## src/rtl/ascon_sequencer_pkg.sv

```systemverilog
// Shared definitions for the Ascon AEAD control slice.
//   state_t        : sequencer FSM states
//   ROUNDS_A/B     : default permutation round counts (init/final, intermediate)
//   ASCON128_IV    : initialization vector loaded by the state datapath
//   is_perm_state  : true for states that wait on the permutation engine
package ascon_pkg;

    typedef enum logic [3:0] {
        ST_IDLE,
        ST_LOAD,
        ST_INIT_P,
        ST_INIT_K,
        ST_AD_ABS,
        ST_AD_P,
        ST_DSEP,
        ST_DAT_ABS,
        ST_DAT_P,
        ST_FIN_K,
        ST_FIN_P,
        ST_TAG
    } state_t;

    localparam int unsigned ROUNDS_A = 12;
    localparam int unsigned ROUNDS_B = 6;

    localparam logic [63:0] ASCON128_IV = 64'h8040_0c06_0000_0000;

    function automatic logic is_perm_state(input state_t s);
        return (s == ST_INIT_P) || (s == ST_AD_P) || (s == ST_DAT_P) || (s == ST_FIN_P);
    endfunction

endpackage

```

## src/rtl/ascon_sequencer_perm_handshake.sv

```systemverilog
// Start/done handshake towards the permutation unit.
//   clk, rst   : clock, synchronous active-high reset
//   launch     : FSM is entering a permutation-wait state this cycle
//   in_perm    : FSM is currently in a permutation-wait state
//   perm_done  : raw completion pulse from the permutation unit
//   perm_start : one-cycle launch pulse, first cycle of the wait state
//   done_ok    : qualified completion, accepted by the FSM
module ascon_perm_handshake (
    input  logic clk,
    input  logic rst,
    input  logic launch,
    input  logic in_perm,
    input  logic perm_done,
    output logic perm_start,
    output logic done_ok
);

    // armed goes high the cycle after perm_start, so a done that coincides
    // with the launch pulse (or arrives outside a wait state) is dropped.
    logic armed;

    assign done_ok = perm_done && armed && in_perm;

    always_ff @(posedge clk) begin
        if (rst) begin
            perm_start <= 1'b0;
            armed      <= 1'b0;
        end else begin
            perm_start <= launch;
            if (perm_start) begin
                armed <= 1'b1;
            end else if (!in_perm || done_ok) begin
                armed <= 1'b0;
            end
        end
    end

endmodule

```

## src/rtl/ascon_sequencer.sv

```systemverilog
// Control FSM sequencing one Ascon AEAD operation over a shared permutation
// engine. Holds no cipher data; drives single-cycle command strobes to the
// state datapath.
//   clk, rst                 : clock, synchronous active-high reset
//   start, decrypt           : operation request (IDLE only) and its mode
//   abort                    : return to IDLE from any busy state
//   perm_done                : completion pulse from the permutation unit
//   perm_start, perm_rounds  : permutation launch pulse and its round count
//   ld_state .. tag_xor      : mutually exclusive datapath command strobes
//   blk_idx, dec_mode        : current block index and latched mode
//   busy, done, aborted      : status
module ascon_sequencer
    import ascon_pkg::*;
#(
    parameter int unsigned A         = ROUNDS_A,
    parameter int unsigned B         = ROUNDS_B,
    parameter int unsigned AD_BLOCKS = 1,
    parameter int unsigned PT_BLOCKS = 1,
    parameter int unsigned CW        = 8
) (
    input  logic          clk,
    input  logic          rst,
    input  logic          start,
    input  logic          decrypt,
    input  logic          abort,
    input  logic          perm_done,
    output logic          perm_start,
    output logic [3:0]    perm_rounds,
    output logic          ld_state,
    output logic          init_key_xor,
    output logic          ad_absorb,
    output logic          dom_sep,
    output logic          data_absorb,
    output logic          final_key_xor,
    output logic          tag_xor,
    output logic [CW-1:0] blk_idx,
    output logic          dec_mode,
    output logic          busy,
    output logic          done,
    output logic          aborted
);

    localparam int unsigned MAX_BLK = (AD_BLOCKS > PT_BLOCKS) ? AD_BLOCKS : PT_BLOCKS;
    localparam bit CFG_OK = (PT_BLOCKS >= 1) && (A < 16) && (B < 16) &&
                            ((CW >= 32) || ((MAX_BLK - 1) < (64'd1 << CW)));

    localparam logic [CW-1:0] AD_LAST = CW'((AD_BLOCKS > 0) ? AD_BLOCKS - 1 : 0);
    localparam logic [CW-1:0] PT_LAST = CW'((PT_BLOCKS > 0) ? PT_BLOCKS - 1 : 0);

    state_t        state, state_next;
    logic [CW-1:0] blk_next;
    logic          dec_next;
    logic          launch;
    logic          perm_ok;

    // Entering a wait state from a non-wait state launches the permutation;
    // the handshake registers it so perm_start lines up with that state's first cycle.
    assign launch = is_perm_state(state_next) && !is_perm_state(state);

    ascon_perm_handshake u_hs (
        .clk        (clk),
        .rst        (rst),
        .launch     (launch),
        .in_perm    (is_perm_state(state)),
        .perm_done  (perm_done),
        .perm_start (perm_start),
        .done_ok    (perm_ok)
    );

    always_comb begin
        perm_rounds = '0;
        if (perm_start) begin
            perm_rounds = ((state == ST_INIT_P) || (state == ST_FIN_P)) ? 4'(A) : 4'(B);
        end
    end

    assign busy = (state != ST_IDLE);

    always_comb begin
        state_next    = state;
        blk_next      = blk_idx;
        dec_next      = dec_mode;
        ld_state      = 1'b0;
        init_key_xor  = 1'b0;
        ad_absorb     = 1'b0;
        dom_sep       = 1'b0;
        data_absorb   = 1'b0;
        final_key_xor = 1'b0;
        tag_xor       = 1'b0;
        done          = 1'b0;

        unique case (state)
            ST_IDLE: begin
                if (start && !abort) begin
                    state_next = ST_LOAD;
                    dec_next   = decrypt;
                    blk_next   = '0;
                end
            end
            ST_LOAD: begin
                ld_state   = 1'b1;
                state_next = ST_INIT_P;
            end
            ST_INIT_P: begin
                if (perm_ok) state_next = ST_INIT_K;
            end
            ST_INIT_K: begin
                init_key_xor = 1'b1;
                state_next   = (AD_BLOCKS > 0) ? ST_AD_ABS : ST_DSEP;
            end
            ST_AD_ABS: begin
                ad_absorb  = 1'b1;
                state_next = ST_AD_P;
            end
            ST_AD_P: begin
                if (perm_ok) begin
                    if (blk_idx == AD_LAST) begin
                        blk_next   = '0;
                        state_next = ST_DSEP;
                    end else begin
                        blk_next   = blk_idx + CW'(1);
                        state_next = ST_AD_ABS;
                    end
                end
            end
            ST_DSEP: begin
                dom_sep    = 1'b1;
                state_next = ST_DAT_ABS;
            end
            ST_DAT_ABS: begin
                data_absorb = 1'b1;
                // The last data block goes straight to finalization.
                state_next  = (blk_idx == PT_LAST) ? ST_FIN_K : ST_DAT_P;
            end
            ST_DAT_P: begin
                if (perm_ok) begin
                    blk_next   = blk_idx + CW'(1);
                    state_next = ST_DAT_ABS;
                end
            end
            ST_FIN_K: begin
                final_key_xor = 1'b1;
                state_next    = ST_FIN_P;
            end
            ST_FIN_P: begin
                if (perm_ok) state_next = ST_TAG;
            end
            ST_TAG: begin
                tag_xor    = 1'b1;
                done       = 1'b1;
                state_next = ST_IDLE;
            end
            default: begin
                state_next = ST_IDLE;
            end
        endcase

        if (abort && (state != ST_IDLE)) begin
            state_next = ST_IDLE;
            blk_next   = '0;
        end
    end

    always_ff @(posedge clk) begin
        if (rst) begin
            state    <= ST_IDLE;
            blk_idx  <= '0;
            dec_mode <= 1'b0;
            aborted  <= 1'b0;
        end else begin
            state    <= state_next;
            blk_idx  <= blk_next;
            dec_mode <= dec_next;
            aborted  <= abort && (state != ST_IDLE);
        end
    end

    always_ff @(posedge clk) begin
        if (!rst) begin
            assert (CFG_OK);
            assert ($onehot0({ld_state, init_key_xor, ad_absorb, dom_sep,
                              data_absorb, final_key_xor, tag_xor}));
        end
    end

endmodule

```

## config.mk

```make
export PLATFORM = sky130hd
export DESIGN_NAME = ascon_sequencer
export DESIGN_NICKNAME = d
export VERILOG_FILES = /design/src/rtl/ascon_sequencer_pkg.sv /design/src/rtl/ascon_sequencer_perm_handshake.sv /design/src/rtl/ascon_sequencer.sv
export SDC_FILE = /design/constraint.sdc
export NUM_CORES = 1
export LEC_CHECK = 0
export ABC_CLOCK_PERIOD_IN_PS = 1850
export BUFFER_PORTS_ARGS = -buffer_cell sky130_fd_sc_hd__buf_2
export CAP_MARGIN = 0
export CORE_MARGIN = 3
export CORE_UTILIZATION = 47
export CTS_BUF_LIST = sky130_fd_sc_hd__clkbuf_4
export CTS_CLUSTER_SIZE = 8
export DETAILED_ROUTE_END_ITERATION = 8
export PLACE_DENSITY_LB_ADDON = 0.1
export SYNTH_ARGS = -nofsm -noshare
export SYNTH_HDL_FRONTEND = slang
export SYNTH_SLANG_ARGS = --single-unit
```

## constraint.sdc

```tcl
create_clock -name clk -period 1.85 [get_ports clk]
set_input_delay 0.185 -clock clk [delete_from_list [all_inputs] [get_ports clk]]
set_output_delay 0.185 -clock clk [all_outputs]
set_load 0.02 [all_outputs]
```

==> Yosys cells after proc, flatten, opt, wreduce, memory -nomap -nowiden <==
Cells that the tools add are included.
{ "word_totals": {"output_inout_bits": 24, "register_bits": 16, "inputBits": 6} }
{ "classes": {"eq_ne": 18, "n_mux": 25, "n_reduce_logical": 23, "n_addsub": 1} }
{ "op_table": {"columns": ["operator", "count"], "rows": [
  ["$pmux 4 s11", 1],
  ["$mux 4", 8],
  ["$mux 8", 4],
  ["$eq 4x4->1 const B", 6],
  ["$pmux 8 s3", 1],
  ["$eq 4x3->1 const B", 5],
  ["$eq 4x2->1 const B", 3],
  ["$mux 1", 10],
  ["$add 8x1->8 const B", 1],
  ["$logic_not 8->1", 1],
  ["$logic_or 1x1->1", 8],
  ["$logic_and 1x1->1", 5],
  ["$eq 4x1->1 const B", 1],
  ["$logic_not 4->1", 1],
  ["$ne 2x1->1 const B", 2],
  ["$reduce_and 4->1", 1],
  ["$reduce_bool 4->1", 1],
  ["$reduce_bool 3->1", 1],
  ["$logic_not 1->1", 2],
  ["$mux 2", 1],
  ["$ne 2x2->1 const B", 1],
  ["$reduce_and 2->1", 1],
  ["$reduce_bool 2->1", 1],
  ["$reduce_or 2->1", 1]
]} }

==> Longest topological paths before layout <==
{ "depth": {"ltp_word": 13, "depth_mapped": 7, "depth_no_buf": 7} }

==> Cells and area by module <==
Synthesis repeated with hierarchy kept, for this count alone.
{ "hier_totals": {"cells_unflattened": 137, "hier_area_um2": 1063.5} }
{ "by_module_without_submodules": {"columns": ["mod", "cells_per_inst", "seq_area_each_um2", "area_each_um2", "n_inst"], "rows": [
  ["ascon_sequencer", 130, 280.3, 993.5, 1],
  ["ascon_perm_handshake", 7, 40.0, 70.1, 1]
]} }

==> Least setup slack after synthesis <==
OpenSTA, ideal clock, no wires.
{ "synth_timing": {"path_type": "register to register", "start": "register blk_idx[0]", "end": "register u_hs.perm_start", "n_path_buf": 0, "stages_incl_launch_ff": 8, "setup_slack_ns": -0.226, "t_arrival_ns": 1.955, "cell_sequence": "dfxtp_1 > inv_1 > ha_1 > nor4b_1 > and2_1 > a2111oi_0 > nor2_1 > a2bb2o_1"} }
{ "synth_via": {"elab_chain_len": 10, "elab_cells_between_ends": 14, "cone_classes": "eq/ne (4); mux (5); reduce/logical (5)"} }
{ "synth_lines": {"columns": ["item", "line_no", "text"], "rows": [
  ["from (decl)", "ascon_sequencer.sv:36", "output logic [CW-1:0] blk_idx,"],
  ["from (signal assigned)", "ascon_sequencer.sv:172", "blk_idx <= blk_next;"],
  ["$logic_not 8->1 (*)", "ascon_sequencer.sv:117, ascon_sequencer.sv:133", null],
  ["$mux 2", "ascon_sequencer.sv:117", "if (blk_idx == AD_LAST) begin"],
  ["$mux 4", "ascon_sequencer.sv:116", "if (perm_ok) begin"],
  ["$pmux 4 s11 (*)", "ascon_sequencer.sv:92", "unique case (state)"],
  ["$mux 4 (*)", "ascon_sequencer.sv:158", "if (abort && (state != ST_IDLE)) begin"],
  ["$eq 4x2->1 or $eq 4x3->1 (tied branches)", "ascon_sequencer_pkg.sv:29", "return (s == ST_INIT_P) || (s == ST_AD_P) || (s == ST_DAT_P) || (s == ST_FIN_P);"],
  ["$logic_or 1x1->1 (2 in series)", "ascon_sequencer_pkg.sv:29", null],
  ["$logic_or 1x1->1 (*)", "ascon_sequencer_pkg.sv:29", null],
  ["$logic_and 1x1->1 (*)", "ascon_sequencer.sv:58", "assign launch = is_perm_state(state_next) && !is_perm_state(state);"],
  ["to (signal assigned)", "ascon_sequencer_perm_handshake.sv:29", "perm_start <= launch;"],
  ["to (decl)", "ascon_sequencer_perm_handshake.sv:14", "output logic perm_start,"]
]} }
Every way passes the cells marked *; elsewhere a longest branch is shown, timed or not.
A chain may end at the register's enable or synchronous reset.

==> Final worst setup path <==
{ "layout_timing": {"start": "register state[1]", "end": "register blk_idx[2]"} }
{ "layout_via": {"elab_chain_len": 7, "elab_cells_between_ends": 18, "cone_classes": "eq/ne (7); mux (1); reduce/logical (10)"} }
{ "layout_lines": {"columns": ["item", "line_no", "text"], "rows": [
  ["from (decl)", "ascon_sequencer.sv:50", "state_t state, state_next;"],
  ["from (signal assigned)", "ascon_sequencer.sv:171", "state <= state_next;"],
  ["$eq 4x2->1 or $eq 4x3->1 (tied branches)", "ascon_sequencer_pkg.sv:29, ascon_sequencer.sv:92", null],
  ["$logic_or 1x1->1 (3 in series)", "ascon_sequencer_pkg.sv:29", null],
  ["$logic_and 1x1->1", "ascon_sequencer_perm_handshake.sv:22", "assign done_ok = perm_done && armed && in_perm;"],
  ["$ne 2x1->1 (no line)", null, null],
  ["$reduce_and 4->1 (no line)", null, null]
]} }
Several ways; a longest one is shown, not always the timed one.

==> impl_metrics.py <==
metrics = {
    "critical_path": {
        "worstSetupEndpointType": "register",
        "cpMaxStageDelayCell": "or4_4",
        "cp-start-kind": "register",
        "path_class": "register to register",
        "crit_fanout": 8,
        "reg2reg_depth": 6,
        "worst_ep_required_time_ns": 2.04,
        "cp-startpoint": "state[1]$_SDFF_PP0_",
        "timing.rr.start": "state[1]$_SDFF_PP0_",
        "critPathCapture": "blk_idx[2]$_SDFFE_PP0P_",
        "path_cells": "or4_4 > nor3b_4 > buf_6 > a31oi_1 > o21ai_4 > nor2_1",
        "crit_arrival_ns": 2.01,
        "cpPeakStageDelay_ns": 0.57,
        "r2r-end": "blk_idx[2]$_SDFFE_PP0P_",
        "regToRegSetupSlack_ns": 0.03,
    },
    "global_route": {
        "grt_pass1_vias": 925,
        "grtUsageTotal_pct": 20.0,
        "grt.overflow.total": 0,
        "grt_pass1_wl_um": 4120,
        "grt_antenna_before_repair": 0,
        "grt_max_degree": 16,
    },
    "layout": {
        "synthToLayoutAreaGrowth_pct": 31.8,
        "final_cells": 190,
        "mostFrequentLayoutCell": "buf_2",
        "drive_gt1_share_pct": 38.7,
        "fin_util_pct": 66.8,
        "fillers": 185,
        "most-common-layout-cells": "buf_2 (28), nor2_1 (24), dfxtp_1 (13)",
        "antenna_cells": 0,
        "final_area_sq_mm": 0.00134,
        "nNetsFinal": 172,
    },
    "pwr": {
        "p_per_area_mw_per_mm2": 660,
        "vdd_drop_max_v": 0.000549,
        "p_leak_nw": 0.635,
    },
    "yosys": {
        "synthCells": 126,
        "yosysWarnings": 0,
        "synth_top_area_share_pct": 31.6,
        "synth_ff_type": "dfxtp_1",
        "avgSynthCellArea_sq_um": 8.05,
        "ys_async_sr_fraction_pct": 0,
        "synthTopCellsByArea": "dfxtp_1 (32%), nor2_1 (8.9%), xor2_1 (5.2%)",
        "synth_area_leader_cell": "dfxtp_1",
        "ys_ff_latch": 16,
        "synth-edff-count": 0,
        "synth_cell_types": 42,
        "netlist_area_sq_mm": 0.00101,
        "seq_area_frac_synth_pct": 31.6,
        "syn_nets": 134,
    },
    "clock_tree": {
        "cts_hold_buf": 0,
        "clkTransAtPathRegs_ns": 0.10,
        "insertion_delay_ns": 0.30,
        "root_buffer": "clkbuf_4",
        "clock_sinks": 16,
        "cts_tree": "yes",
        "cts_buffers": 3,
        "htree_levels": 1,
        "clockBufferDepth": 2,
    },
    "flow_run": {
        "cap_violations": 0,
    },
    "status": {
        "status": "completed",
    },
    "timing": {
        "finalHoldViolations": 0,
        "fin_crit_ns": 1.82,
        "worstMarginPinSlew_ns": 0.496,
        "slew_viol_final": 0,
        "relSlewSlack_pct": 66.6,
        "setup_viol": 0,
        "fin_skew_ns": 0.00779,
        "rsz0062_at_grt": "true",
        "fmax_mhz": 550,
        "finalHoldWorstSlack_ns": 0.104,
        "finalCritPeriodShare_pct": 98.3,
    },
    "placement": {
        "gp_congestion": 0.863,
        "hpwlAfterDp_um": 1830,
        "place_area_sq_mm": 0.00124,
        "dp_cells": 184,
        "io_buffers": 28,
    },
    "floorplanning": {
        "die-area_sq_mm": 0.00275,
        "die_width_um": 52.5,
        "start_util_pct": 50.7,
        "die_h_um": 52.5,
        "coreArea_sq_mm": 0.00200,
        "pin_count": 30,
        "rows": 16,
    },
    "route": {
        "routed-via-count": 1032,
        "drt_wl_total_um": 2620,
        "drc": 0,
        "vias_per_cell": 5.43,
        "dr.pass1.iters": 4,
        "drtIter0Drc": 23,
        "wl_per_cell_um": 13.8,
        "antenna_left": 0,
    },
    "worst_hold_path": {
        "hold_class": "primary input to register",
    },
}
final cells by class:
class                   count  area [sq um]  share of cell area [%]
flip-flops and latches     16           324                    24.2
clock inverters             1          3.75                   0.281
inverters                   4          15.0                    1.12
well taps                  27          33.8                    2.53
repair buffers             42           262                    19.6
multi-input cells          97           677                    50.6
clock buffers               3          22.5                    1.68
sequential cells by signal, summed over array words and instances (netlist names):
name / count
state: 4
aborted: 1
dec_mode: 1
blk_idx: 8
u_hs.perm_start: 1
u_hs.armed: 1
Yosys cell counts, types with 3 or more instances:
master / number
nor2_1: 24
buf_4: 5
o2111ai_1: 3
nand2b_1: 3
inv_1: 4
nand2_1: 6
and3_1: 3
dfxtp_1: 16
a21oi_1: 6
xor2_1: 6
o21ai_0: 6
nor3_1: 5
worst max-delay path: cells and delay by family, from the launching register on:
kind / cells / cell delay (ns)
and+or+nand+nor: 3 / 0.89
AOI/OAI and AO/OA: 2 / 0.36
DFF: 1 / 0.33
buffers and inverters: 1 / 0.14
report_power, final:
part,switching [mW],internal [mW],total (mW)
combinational,0.173,0.135,0.307
sequential,0.0129,0.363,0.375
clock,0.121,0.0786,0.200
total,0.307,0.576,0.883
per-layer routing:
layer,up-vias,share of wire (%),global-route usage (%)
met2,47,45,30.0
li1,512,-,-
met3,7,6.5,3.70
met1,466,47,28.2
met4,0,1.7,7.66
met5,-,0,0
what timing repair did:
item	in CTS	in global routing
endpoints found under the hold margin	0	0
setup endpoints to repair	0	9
gates resized for setup	0	11
setup buffers	0	2
logic make-up (layout without fill, tap and decap cells):
logic type               Yosys count  in the layout  share of synthesized area (%)
XOR/XNOR                           7              7                           6.04
flip-flops                        16             16                           31.6
AO/OA/AOI/OAI                     30             30                           20.8
buffers and inverters             13             50                           7.64
adder cells (fa/ha/maj)            2              2                           2.47
other                              1              1                          0.370
multiplexers                       2              2                           2.10
AND/OR/NAND/NOR                   55             55                           29.0
worst min-delay path by stage:
stage               cells after the start                     to  from
floorplan                               1     aborted$_SDFF_PP0_   rst
global placement                        2     aborted$_SDFF_PP0_   rst
detailed placement                      2     aborted$_SDFF_PP0_   rst
CTS                                     2     aborted$_SDFF_PP0_   rst
global route                            2  dec_mode$_SDFFE_PP0P_   rst
finish                                  2     aborted$_SDFF_PP0_   rst
metrics by stage:
step	setup WS [ns]	power [mW]	setup TNS, ns
after floorplan	-0.0351	0.578	-0.258
after global placement	0.0736	0.649	0
after detailed placement	0.0413	0.654	0
after CTS	0.0227	0.851	0
after global routing	-0.0225	0.919	-0.107
final	0.0319	0.883	0
(Power assumes the default switching activity.)
